<file path="config.mk">
export PLATFORM = sky130hd
export DESIGN_NAME = phase_detect_lock
export DESIGN_NICKNAME = d
export VERILOG_FILES = /design/src/rtl/pd_pkg.sv /design/src/rtl/pd_lock_fsm.sv /design/src/rtl/phase_detect_lock.sv
export SDC_FILE = /design/constraint.sdc
export NUM_CORES = 1
export LEC_CHECK = 0
export ABC_CLOCK_PERIOD_IN_PS = 5550
export BUFFER_PORTS_ARGS = -buffer_cell sky130_fd_sc_hd__buf_2
export CORE_MARGIN = 5
export CORE_UTILIZATION = 55
export DETAILED_ROUTE_END_ITERATION = 10
export PLACE_DENSITY_LB_ADDON = 0.25
export SYNTH_ARGS = -nofsm -noshare
export SYNTH_HDL_FRONTEND = slang
export SYNTH_HIERARCHICAL = 1
export SYNTH_SLANG_ARGS = --single-unit
</file>
<file path="constraint.sdc">
create_clock -name clk_out -period 5.55 [get_ports clk_out]
set_input_delay 0.8325 -clock clk_out [delete_from_list [all_inputs] [get_ports clk_out]]
set_output_delay 0.8325 -clock clk_out [all_outputs]
set_load 0.02 [all_outputs]
</file>
<file path="src/rtl/pd_pkg.sv">
`default_nettype none
// ============================================================================
//  Module      : pd_pkg
//  Description : Shared encodings for the phase detector lock tracker:
//                lock FSM state codes and lead/lag event-type codes.
//  Revision    : 1.0 - initial release
// ============================================================================
package pd_pkg;

    // Lock tracker state encoding
    localparam int unsigned       c_ST_W      = 2;
    localparam logic [c_ST_W-1:0] c_ST_IDLE   = 2'd0;
    localparam logic [c_ST_W-1:0] c_ST_TRACK  = 2'd1;
    localparam logic [c_ST_W-1:0] c_ST_LOCKED = 2'd2;

    // Event-type encoding stored in the last-event register
    localparam logic c_EV_LEAD = 1'b0;
    localparam logic c_EV_LAG  = 1'b1;

endpackage
`default_nettype wire

</file>
<file path="src/rtl/pd_lock_fsm.sv">
`default_nettype none
// ============================================================================
//  Module      : pd_lock_fsm
//  Description : Lock tracker. Counts consecutive alternating lead/lag events
//                and declares lock once LOCK_CNT alternations have been seen.
//                A repeated event type breaks the run; i_clear parks in IDLE.
//  Revision    : 1.0 - initial release
// ============================================================================
module pd_lock_fsm
    import pd_pkg::*;
#(
    parameter int LOCK_CNT = 8
)
(
    input  logic clk,
    input  logic rst_n,
    input  logic i_clear,
    input  logic i_lag,
    input  logic i_lead,
    output logic o_lock
);

    localparam int                 c_ALT_W = $clog2(LOCK_CNT + 1);
    localparam logic [c_ALT_W-1:0] c_LOCK  = c_ALT_W'(LOCK_CNT);
    localparam logic [c_ALT_W-1:0] c_ONE   = c_ALT_W'(1);

    logic [c_ST_W-1:0]  r_state;
    logic [c_ST_W-1:0]  w_state_nxt;
    logic [c_ALT_W-1:0] r_alt;
    logic [c_ALT_W-1:0] w_alt_nxt;
    logic [c_ALT_W-1:0] w_alt_inc;
    logic               r_last;
    logic               w_last_nxt;
    logic               r_lock;
    logic               w_lock_nxt;
    logic               w_ev;
    logic               w_ev_type;

    // Event strobes are mutually exclusive; a lag strobe wins the type select
    assign w_ev      = i_lag | i_lead;
    assign w_ev_type = i_lag ? c_EV_LAG : c_EV_LEAD;
    // Alternation count saturates at the lock threshold
    assign w_alt_inc = (r_alt >= c_LOCK) ? c_LOCK : (r_alt + c_ONE);

    // State, alternation count, last event and lock flag registers
    always_ff @(posedge clk) begin
        if (!rst_n) begin
            r_state <= c_ST_IDLE;
            r_alt   <= '0;
            r_last  <= c_EV_LEAD;
            r_lock  <= 1'b0;
        end else begin
            r_state <= w_state_nxt;
            r_alt   <= w_alt_nxt;
            r_last  <= w_last_nxt;
            r_lock  <= w_lock_nxt;
        end
    end

    // Next-state logic: run tracking on each non-tie event
    always_comb begin
        w_state_nxt = r_state;
        w_alt_nxt   = r_alt;
        w_last_nxt  = r_last;
        if (i_clear) begin
            w_state_nxt = c_ST_IDLE;
            w_alt_nxt   = '0;
        end else if (w_ev) begin
            w_last_nxt = w_ev_type;
            case (r_state)
                c_ST_IDLE: begin
                    // LAST is stale here; the first event just opens a run
                    w_state_nxt = c_ST_TRACK;
                    w_alt_nxt   = '0;
                end
                c_ST_TRACK: begin
                    if (w_ev_type != r_last) begin
                        w_alt_nxt = w_alt_inc;
                        if (w_alt_inc == c_LOCK) begin
                            w_state_nxt = c_ST_LOCKED;
                        end
                    end else begin
                        w_alt_nxt = '0;
                    end
                end
                c_ST_LOCKED: begin
                    if (w_ev_type == r_last) begin
                        w_state_nxt = c_ST_TRACK;
                        w_alt_nxt   = '0;
                    end else begin
                        w_alt_nxt = w_alt_inc;
                    end
                end
                default: begin
                    w_state_nxt = c_ST_IDLE;
                    w_alt_nxt   = '0;
                end
            endcase
        end
    end

    // Output logic: lock flag follows the upcoming state, then is registered
    always_comb begin
        w_lock_nxt = (w_state_nxt == c_ST_LOCKED);
    end

    assign o_lock = r_lock;

endmodule
`default_nettype wire

</file>
<file path="src/rtl/phase_detect_lock.sv">
`default_nettype none
// ============================================================================
//  Module      : phase_detect_lock
//  Description : Divider-count phase detector. Decodes lead/lag events from
//                the M and N divider counters, produces registered COMP and
//                single-cycle UP/DN pulses, and tracks lock via pd_lock_fsm.
//  Revision    : 1.0 - initial release
// ============================================================================
module phase_detect_lock
    import pd_pkg::*;
#(
    parameter int MW       = 2,
    parameter int NW       = 4,
    parameter int LOCK_CNT = 8
)
(
    input  logic          clk_out,
    input  logic          Reset_PD_n,
    input  logic          en,
    input  logic [MW-1:0] M_counter,
    input  logic [NW-1:0] N_counter,
    input  logic [MW-1:0] M,
    input  logic [NW-1:0] N,
    output logic          COMP,
    output logic          UP,
    output logic          DN,
    output logic          LOCK,
    output logic          cfg_err
);

    localparam logic [MW-1:0] c_M_ONE = MW'(1);
    localparam logic [NW-1:0] c_N_ONE = NW'(1);

    logic w_cfg_cond;
    logic w_lag_raw;
    logic w_lead_raw;
    logic w_lag;
    logic w_lead;
    logic w_clear;
    logic r_comp;
    logic r_up;
    logic r_dn;
    logic r_cfg_err;

    // A zero divide ratio makes the counters meaningless, so events are masked
    assign w_cfg_cond = (M == '0) | (N == '0);
    assign w_lag_raw  = en & ~w_cfg_cond & (M_counter == M) & (N_counter == c_N_ONE);
    assign w_lead_raw = en & ~w_cfg_cond & (M_counter == c_M_ONE) & (N_counter == N);
    // Simultaneous lead and lag is a tie and carries no phase information
    assign w_lag      = w_lag_raw & ~w_lead_raw;
    assign w_lead     = w_lead_raw & ~w_lag_raw;
    assign w_clear    = ~en | w_cfg_cond;

    // Comparison result, pulse outputs and configuration flag
    always_ff @(posedge clk_out) begin
        if (!Reset_PD_n) begin
            r_comp    <= 1'b0;
            r_up      <= 1'b0;
            r_dn      <= 1'b0;
            r_cfg_err <= 1'b0;
        end else begin
            r_cfg_err <= w_cfg_cond;
            r_up      <= w_lag;
            r_dn      <= w_lead;
            if (w_lag) begin
                r_comp <= 1'b1;
            end else if (w_lead) begin
                r_comp <= 1'b0;
            end
        end
    end

    pd_lock_fsm #(
        .LOCK_CNT (LOCK_CNT)
    ) u_lock_fsm (
        .clk     (clk_out),
        .rst_n   (Reset_PD_n),
        .i_clear (w_clear),
        .i_lag   (w_lag),
        .i_lead  (w_lead),
        .o_lock  (LOCK)
    );

    assign COMP    = r_comp;
    assign UP      = r_up;
    assign DN      = r_dn;
    assign cfg_err = r_cfg_err;

endmodule
`default_nettype wire

</file>
==> run_results.csv <==
group,metric,value,unit
grt,antenna_found_initial,0,
placed_design,dp.cells,126,
timing,whs,0.527,ns
yosys,synth_edf_count,0,
timing,final-hold-violation-count,0,
yosys,synth_cell_type_count,38,
cells_and_area,nets,138,
critical_path,crit_chain,"buf_2 -> or4_4 -> and2_4 -> and4_1 -> ha_1 -> nand2b_1 -> a221oi_2 -> o22ai_1 -> nor4_2",
yosys,netlist_area,821,µm²
pwr,power,0.176,mW
floorplan,start_util,56.5,%
critical_path,required,5.74,ns
critical_path,slowest_delay,0.53,ns
floorplan,ioPinCount,20,
clock_tree,cts_buffers,3,
routing,via_per_inst,5.79,
placed_design,hpwl,1470,µm
timing,slew_headroom,65.0,%
timing,setup-tns-final,0,ns
yosys,yosys_most_used_dff,"dfxtp_1",
cells_and_area,utilization,66.9,%
yosys,synth-seq-cells,12,
routing,drt-pass1-iter-count,4,
critical_path,critPathCaptureType,"register",
clock_tree,clkSinkCount,12,
critical_path,arrival,3.01,ns
outcome,status,"finished, final reports clean",
timing,period_needed,2.82,ns
critical_path,critPathSlowestCell,"or4_4",
cells_and_area,drive_gt1_share,27.2,%
grt,grt_max_degree,11,
cells_and_area,area_delta_synth_final,18.4,%
floorplan,die_x,48.6,µm
yosys,synth_top_cell_by_area,"dfxtp_1",
routing,dr.first_iter.drc_count,21,
timing,fmax,355,MHz
timing,slew_violations,0,
placed_design,place_congestion,0.794,
yosys,yosys_warnings,6,
placed_design,port_buffers,19,
timing,worst_pin_slew,0.518,ns
timing,period_share,50.8,%
clock_tree,hold_buffers,0,
pwr,p_switching,0.0398,mW
routing,wl,1820,µm
routing,drcViolationCount,0,
grt,grt.overflow.total,0,
clock_tree,clk_latency,0.27,ns
routing,vias,753,
floorplan,row_count,14,
grt,grt_pass1_vias,759,
grt,grt_first_pass_wirelength,3150,µm
yosys,syn_inst,91,
cells_and_area,n_antenna_cell,0,
pwr,p_int,0.136,mW
timing,clock_skew,0.00273,ns
clock_tree,cts_resized,0,
pwr,seq_power_share,49.3,%
floorplan,design.core.area,1450,µm²
critical_path,critPathKind,"input port to register",
worst_hold_path,hold_path.class,"register to register",
clock_tree,cts-root-buf,"clkbuf_4",
timing,rsz0062_at_grt,"no",
clock_tree,clk_pin_slew,0.07,ns
yosys,yosysTopAreaCellShare,29.3,%
pwr,pwr-share-comb,11.0,%
yosys,postSynth.asyncResetShare,0,%
clock_tree,cts_tree,"yes",
pwr,p_sw_share,22.7,%
clock_tree,post_cts_buffers,0,
floorplan,die_y,48.6,µm
critical_path,critical_path.startpoint_type,"input port",
yosys,syn_nets,114,
routing,postRouteAntennaNets,0,
clock_tree,clock_path_buffers,2,
clock_tree,cts_htree_levels,1,
yosys,synth_area_leaders,"dfxtp_1, ha_1, xor2_1",
pwr,power_per_cell_area,181,nW/µm²
yosys,avgSynthCellArea,9.02,µm²
yosys,synth_most_common_cell,"dfxtp_1",
cells_and_area,fin_cells,130,
pwr,p_leak,0.395,nW
yosys,synth_common_cells,"dfxtp_1, inv_1, ha_1",
timing,setup_viol,0,
pwr,clkPwrFrac,39.6,%
run,cap_violations,0,
yosys,yosysSeqAreaShare,29.3,%
critical_path,cp_max_fo,10,
pwr,ir_drop,0.0997,mV
floorplan,dieArea,2360,µm²
routing,wl_per_cell,14.0,µm
grt,track_usage,16.3,%
[power by group through the flow]
| stage | logic [mW] | clock network [mW] | registers, mW |
|---|---|---|---|
| floorplan | 0.00929 | 0 | 0.0892 |
| global placement | 0.0185 | 0 | 0.0887 |
| detailed placement | 0.0193 | 0 | 0.0887 |
| CTS | 0.0194 | 0.0718 | 0.0866 |
| global route | 0.0218 | 0.0771 | 0.0867 |
| finish | 0.0194 | 0.0696 | 0.0866 |
[layer usage]
metal  track usage (%)  up-vias  part of all wire [%]
met1              18.9      358                    42
li1                  -      379                     -
met4              4.93        0                  0.55
met3              3.99        2                   3.6
met2              29.1       14                    54
met5                 0        -                     0
[flip-flops by register name, summed over array words and instances (netlist names)]
name,count
COMP,1
cfg_err,1
UP,1
DN,1
u_lock_fsm/r_state,2
u_lock_fsm/r_last,1
u_lock_fsm/o_lock,1
u_lock_fsm/r_alt,4
[final timing paths]
kind                            slack [ns]                 from                   to  cells past startpoint
worst max-delay path                  2.73                 N[2]    u_lock_fsm/o_lock                      9
worst min register to register        0.53  u_lock_fsm/r_alt[3]  u_lock_fsm/r_alt[3]                      2
worst min-delay path                  0.53  u_lock_fsm/r_alt[3]  u_lock_fsm/r_alt[3]                      2
worst max register to register        3.82  u_lock_fsm/r_alt[0]    u_lock_fsm/o_lock                      6
[worst max-delay path, delay by kind of cell]
kind                       cells  cell delay [ns]
and+or+nand+nor                5             1.32
buffers and inverters          1             0.11
AOI/OAI and AO/OA              2             0.40
adders and majority gates      1             0.33
[cells in the final DEF, fill, tap and decap left out, types with 2 or more instances in the layout]
cell      count
ha_1          8
a21boi_1      2
inv_1         9
nand4_1       2
xor2_1        5
nor3_1        2
clkbuf_4      3
a31oi_1       4
dfxtp_1      12
and2_1        2
nor2_1        4
a22oi_1       2
nor2b_1       2
buf_2        19
xnor2_1       2
nand3_1       3
o21ai_0       3
a21oi_1       2
nand2b_1      5
mux2i_1       2
[area by class of cell]
cell class	count	area (µm²)
clock buffers	4	36.3
multi-input cells	70	547
flip-flops and latches	12	240
inverters	9	33.8
fillers	131	482
repair buffers	19	95.1
well taps	16	20.0
[stage by stage]
stage | worst slack, ns | cell area, µm²
floorplan | 2.77 | 821
global placement | 2.57 | 936
detailed placement | 2.48 | 936
CTS | 2.75 | 972
global route | 2.59 | 972
finish | 2.73 | 972
[kinds of logic (layout without fill, tap and decap cells)]
group,Yosys count,in the layout,share of synthesized area (%)
simple gates,31,31,24.8
compound gates,22,22,19.7
flops,12,12,29.3
buf+inv,9,32,4.12
fa+ha+maj,8,8,12.2
xor+xnor,7,7,7.47
mux,2,2,2.44
(Power assumes the default switching activity.)
